`src/rtl/draw_field_snapshot_ctrl.sv`:
```
// Frame-synchronous field snapshot scheduler.
// When game logic requests it, the controller waits for the next rising edge of vblank. It then
// copies the playfield row by row into a shadow register and latches the next-block preview.
// The renderer only reads the shadow copy, so no frame shows a half-updated field.
module draw_field_snapshot_ctrl #(
   parameter int unsigned PIX_WIDTH = 12,
   parameter int unsigned ROW_CNT   = 20,
   parameter int unsigned COL_CNT   = 10,
   parameter int unsigned COLOR_W   = 3,
   parameter int unsigned V_ACTIVE  = 1024,
   parameter int unsigned ROW_W     = $clog2(ROW_CNT)
) (
   input  logic                                 clk_i,
   input  logic                                 rst_n_i,
   input  logic [PIX_WIDTH-1:0]                 pix_y_i,
   input  logic                                 upd_req_i,
   output logic                                 upd_ack_o,
   output logic [ROW_W-1:0]                     rd_row_o,
   output logic                                 rd_en_o,
   input  logic [COL_CNT*COLOR_W-1:0]           rd_data_i,
   input  logic [63:0]                          nb_data_i,
   input  logic [COLOR_W-1:0]                   nb_color_i,
   input  logic [1:0]                           nb_rot_i,
   input  logic                                 nb_draw_en_i,
   output logic [ROW_CNT*COL_CNT*COLOR_W-1:0]   field_o,
   output logic [63:0]                          nb_data_o,
   output logic [COLOR_W-1:0]                   nb_color_o,
   output logic [1:0]                           nb_rot_o,
   output logic                                 nb_draw_en_o,
   output logic                                 busy_o,
   output logic [7:0]                           frame_cnt_o
);

   localparam int unsigned RW    = COL_CNT * COLOR_W;
   localparam int unsigned CNT_W = $clog2(ROW_CNT + 1);

   typedef enum logic [1:0] {StIdle, StWaitVbl, StCopy, StAck} state_e;

   state_e           state_q;
   logic             vbl;
   logic             vbl_q;
   logic             vbl_rise;
   logic [CNT_W-1:0] cnt_q;
   logic [CNT_W-1:0] cnt_nxt;
   logic [ROW_W-1:0] wr_row;
   logic [RW-1:0]    shadow_q [ROW_CNT];

   assign vbl      = (pix_y_i >= PIX_WIDTH'(V_ACTIVE));
   assign vbl_rise = vbl & ~vbl_q;
   assign cnt_nxt  = cnt_q + CNT_W'(1);
   // Read data arriving in copy cycle c belongs to the row requested in cycle c-1.
   assign wr_row   = ROW_W'(cnt_q - CNT_W'(1));

   // Flatten the shadow rows onto the renderer bus, row r at bits [r*RW +: RW].
   always_comb begin
      field_o = '0;
      for (int r = 0; r < int'(ROW_CNT); r++) begin
         field_o[r*RW +: RW] = shadow_q[r];
      end
   end

   // Snapshot FSM with registered outputs, vblank edge detector and frame counter.
   always_ff @(posedge clk_i or negedge rst_n_i) begin
      if (!rst_n_i) begin
         state_q      <= StIdle;
         vbl_q        <= 1'b1;  // no false edge when reset releases inside vblank
         frame_cnt_o  <= '0;
         cnt_q        <= '0;
         upd_ack_o    <= 1'b0;
         rd_en_o      <= 1'b0;
         rd_row_o     <= '0;
         busy_o       <= 1'b0;
         nb_data_o    <= '0;
         nb_color_o   <= '0;
         nb_rot_o     <= '0;
         nb_draw_en_o <= 1'b0;
         for (int r = 0; r < int'(ROW_CNT); r++) begin
            shadow_q[r] <= '0;
         end
      end else begin
         vbl_q     <= vbl;
         upd_ack_o <= 1'b0;
         if (vbl_rise) begin
            frame_cnt_o <= frame_cnt_o + 8'd1;
         end
         unique case (state_q)
            StIdle: begin
               // An edge coinciding with the request is deliberately skipped.
               if (upd_req_i) begin
                  state_q <= StWaitVbl;
                  busy_o  <= 1'b1;
               end
            end
            StWaitVbl: begin
               if (!upd_req_i) begin
                  state_q <= StIdle;
                  busy_o  <= 1'b0;
               end else if (vbl_rise) begin
                  state_q      <= StCopy;
                  cnt_q        <= '0;
                  rd_en_o      <= 1'b1;
                  rd_row_o     <= '0;
                  nb_data_o    <= nb_data_i;
                  nb_color_o   <= nb_color_i;
                  nb_rot_o     <= nb_rot_i;
                  nb_draw_en_o <= nb_draw_en_i;
               end
            end
            StCopy: begin
               // Once started, the copy always runs to completion.
               if (cnt_q != '0) begin
                  shadow_q[wr_row] <= rd_data_i;
               end
               if (cnt_q == CNT_W'(ROW_CNT)) begin
                  state_q   <= StAck;
                  upd_ack_o <= 1'b1;
               end else begin
                  cnt_q <= cnt_nxt;
                  if (cnt_nxt < CNT_W'(ROW_CNT)) begin
                     rd_en_o  <= 1'b1;
                     rd_row_o <= ROW_W'(cnt_nxt);
                  end else begin
                     rd_en_o  <= 1'b0;
                  end
               end
            end
            StAck: begin
               state_q <= StIdle;
               busy_o  <= 1'b0;
            end
            default: begin
               state_q <= StIdle;
               busy_o  <= 1'b0;
            end
         endcase
      end
   end

endmodule

```
`config.mk`:
```
export PLATFORM = sky130hd
export DESIGN_NAME = draw_field_snapshot_ctrl
export DESIGN_NICKNAME = d
export VERILOG_FILES = /design/src/rtl/draw_field_snapshot_ctrl.sv
export SDC_FILE = /design/constraint.sdc
export NUM_CORES = 1
export LEC_CHECK = 0
export BUFFER_PORTS_ARGS = -buffer_cell sky130_fd_sc_hd__buf_4
export CORE_ASPECT_RATIO = 2
export CORE_MARGIN = 8
export CORE_UTILIZATION = 28
export DETAILED_ROUTE_END_ITERATION = 7
export PLACE_DENSITY = 0.49
export SKIP_CTS_REPAIR_TIMING = 1
export SKIP_LAST_GASP = 1
export SLEW_MARGIN = 20
export SYNTH_ARGS = -nofsm -noshare
export SYNTH_HDL_FRONTEND = slang
export SYNTH_SLANG_ARGS = --single-unit
```
`constraint.sdc`:
```
create_clock -name clk_i -period 2.9 [get_ports clk_i]
set_clock_uncertainty 0.05 [all_clocks]
set_input_delay 0.145 -clock clk_i [delete_from_list [all_inputs] [get_ports clk_i]]
set_output_delay 0.145 -clock clk_i [all_outputs]
set_load 0.02 [all_outputs]
```
==> results.sh <==
export IMPL_wirelength_mm=109
export IMPL_gp_routability_congestion=0.826
export IMPL_initial_antenna_violation_count=3
export IMPL_power_density_nw_per_um2=704
export IMPL_finalNonFillerCells=4026
export IMPL_floorplan_rows=158
export IMPL_path_max_fanout=20
export IMPL_cts_sinks=694
export IMPL_sw_frac_of_total_pct=30.0
export IMPL_clk_insertion_delay_late_ns=0.62
export IMPL_min_delay_path_depth=3
export IMPL_slew_headroom_pct=50.0
export IMPL_period_share_pct=91.9
export IMPL_final_max_slew_viol_count=0
export IMPL_timing_worst_setup_path_type="register to register"
export IMPL_pin_count_of_the_biggest_net_entering_global_routing=110
export IMPL_ys_top_cells_by_count="dfrtp_1, nand2_1, mux2_2"
export IMPL_netlist_cell_type_count=48
export IMPL_gr_usage_all_layers_pct=20.3
export IMPL_internal_power_mw=18.3
export IMPL_finish_net_count=2895
export IMPL_die_width_um=232
export IMPL_p_sw_mw=7.86
export IMPL_floorplan_die_area_um2=104000
export IMPL_boundaryPins=801
export IMPL_critical_path_required_ns=3.34
export IMPL_post_synthesis_async_set_or_reset_flop_share_pct=100
export IMPL_synth_top_cells_by_area="dfrtp_1, mux2_2, o2bb2ai_1"
export IMPL_register_area_um2=17400
export IMPL_reg2regPathDepth=7
export IMPL_syn_instance_count=1882
export IMPL_dp_cells=3798
export IMPL_overflow=0
export IMPL_startpoint_type="register"
export IMPL_post_drt_via_cell_ratio=4.85
export IMPL_tightest_slew_ns=0.750
export IMPL_use_met1_pct=23.3
export IMPL_drt_pre_antenna_iters=5
export IMPL_pwr_share_clk_pct=36.4
export IMPL_areaGrowthSynthToFinish_pct=42.4
export IMPL_power_share_sequential_pct=42.8
export IMPL_syn_nets=2004
export IMPL_gr_usage_met3_pct=6.53
export IMPL_final_min_clock_period_ns=2.66
export IMPL_setup_tns_ns=0
export IMPL_drc_errors=0
export IMPL_maxCapViolations=0
export IMPL_fmax_mhz=375
export IMPL_die_h_um=448
export IMPL_timing_hold_violations_final=0
export IMPL_ys_seq_elements=694
export IMPL_ant_nets=0
export IMPL_synthMostInstantiatedCell="dfrtp_1"
export IMPL_synth_enable_flop_cells=0
export IMPL_post_synth_top_area_cell="dfrtp_1"
export IMPL_htree_levels=3
export IMPL_status="complete, no violations"
export IMPL_hpwl_mm=80.1
export IMPL_first_global_vias=20800
export IMPL_multi_input_comb_area_um2=8180
export IMPL_initial_utilization_pct=28.2
export IMPL_vdd_drop_max_v=0.000550
export IMPL_pwr_share_comb_pct=20.8
export IMPL_synth_avg_cell_area_um2=13.9
export IMPL_cts_inserted_buffers=67
export IMPL_routed_wl_per_cell_um=27.2
export IMPL_hold_wc_path_type="input port to register"
export IMPL_n_fill_cell=8822
export IMPL_grt_first_pass_wirelength_mm=155
export IMPL_design_core_area_um2=92500
export IMPL_syn_warnings=0
export IMPL_syn_area_um2=26100
export IMPL_fraction_of_layout_instances_using_a_drive_strength_above_1_pct=46.1
export IMPL_synth_top_flop_cell="dfrtp_1"
export IMPL_io_buffers=790
export IMPL_detailedRoute_firstIterationViolations=1048
export IMPL_setup_worst_path_end_class="register"
export IMPL_worst_setup_hold_path_clk_slew_ns=0.07
export IMPL_clk_root_buffer_cell="clkbuf_16"
export IMPL_clk_path_buf_depth=3
export IMPL_tritoncts_clock_tree="built"
export IMPL_most_used_layer_global_route="met2"
export IMPL_worst_ep_arrival_time_ns=3.11
export IMPL_grtUsageMet2_pct=35.1
export IMPL_rsz0062_at_grt="false"
export IMPL_setup_viol=0
export IMPL_vias=19500
export IMPL_leakage_nw=17.0
export IMPL_sequential_to_total_area_share_from_yosys_stat_pct=66.5
export IMPL_post_synth_top_area_fraction_pct=66.4
cell families after synthesis:
family / share of synthesized area (%)
flops: 66.5
simple gates: 5.82
buf+inv: 2.56
compound gates: 9.93
xor+xnor: 0.398
mux: 14.4
fa+ha+maj: 0.374
final cells by class:
class / count / share of cell area (%)
Clock buffer: 98 / 5.29
Tap cell: 1200 / 4.04
Antenna cell: 1 / 0.00673
Inverter: 5 / 0.0505
Multi-Input combinational cell: 1031 / 22.0
Sequential cell: 694 / 46.7
Clock inverter: 23 / 1.08
Timing Repair Buffer: 974 / 20.8
worst paths after layout:
check	slack, ns	startpoint	to
min	0.02	pix_y_i[10]	frame_cnt_o[0]$_DFFE_PN0P_
max in group asynchronous	1.30	rst_n_i	nb_data_o[31]$_DFFE_PN0P_
max	0.24	cnt_q[0]$_DFFE_PN0P_	field_o[148]$_DFFE_PN0P_
min reg2reg	0.43	frame_cnt_o[7]$_DFFE_PN0P_	frame_cnt_o[7]$_DFFE_PN0P_
min in group asynchronous	0.48	rst_n_i	field_o[513]$_DFFE_PN0P_
max reg2reg	0.24	cnt_q[0]$_DFFE_PN0P_	field_o[148]$_DFFE_PN0P_
state kept, by name, summed over array words and instances (netlist names), 2 cells and up, named ones only:
signal	cells
nb_data_o	64
rd_row_o	5
frame_cnt_o	8
cnt_q	5
field_o	600
nb_color_o	3
nb_rot_o	2
through the flow:
stage,instance area (um^2),worst slack [ns],total power [mW],hold slack (ns),utilization (%)
floorplan,26100,0.556,13.8,-0.201,-
global placement,33700,0.0345,16.7,0.0311,36.4
detailed placement,33700,0.179,16.8,0.0452,36.4
CTS,36100,0.133,26.4,-0.675,39.0
global route,37200,0.0825,27.3,0.00576,40.2
finish,37200,0.236,26.2,0.0241,40.2
worst max-delay path: stages, from the launching register on:
cell	delay, ns
dfrtp_1	0.34
inv_1	0.09
ha_1	0.30
or4b_1	0.54
o21ai_1	0.39
nand2_2	0.13
buf_4	0.29
mux2_1	0.36
power by group through the flow:
stage          combinational (mW)  sequential (mW)  clock (mW)
6_report                     5.44             11.2        9.52
3_5_place_dp                 5.43             11.4           0
4_1_cts                      5.43             11.2        9.81
2_1_floorplan                1.43             12.4           0
3_3_place_gp                 5.37             11.3           0
5_1_grt                      5.78             11.3        10.2
cell usage in the layout (no fill, tap or decap), drive strengths merged, types with 2 or more instances in the layout:
cell type,Yosys,layout
buf,57,869
dfrtp,693,693
mux2,331,331
nand2,327,327
o2bb2ai,270,270
dlygate4sd3,0,105
clkbuf,95,98
o21ai,17,17
nand3,11,11
bufinv,0,10
inv,5,9
xnor2,8,8
nand2b,8,8
ha,7,7
nor2,7,7
a21oi,5,5
clkinv,0,5
clkinvlp,0,4
and2,4,4
a31oi,4,4
nor3,3,3
nor2b,3,3
xor2,3,3
mux2i,2,2
nand4,2,2
or3,2,2
and3,2,2
per-layer routing:
metal,part of all wire (%),vias up
met3,8.2,145
met2,50,829
met5,0,-
met4,3.3,0
met1,38,10100
li1,-,8434
No activity file was read; power rests on OpenSTA's default activity.
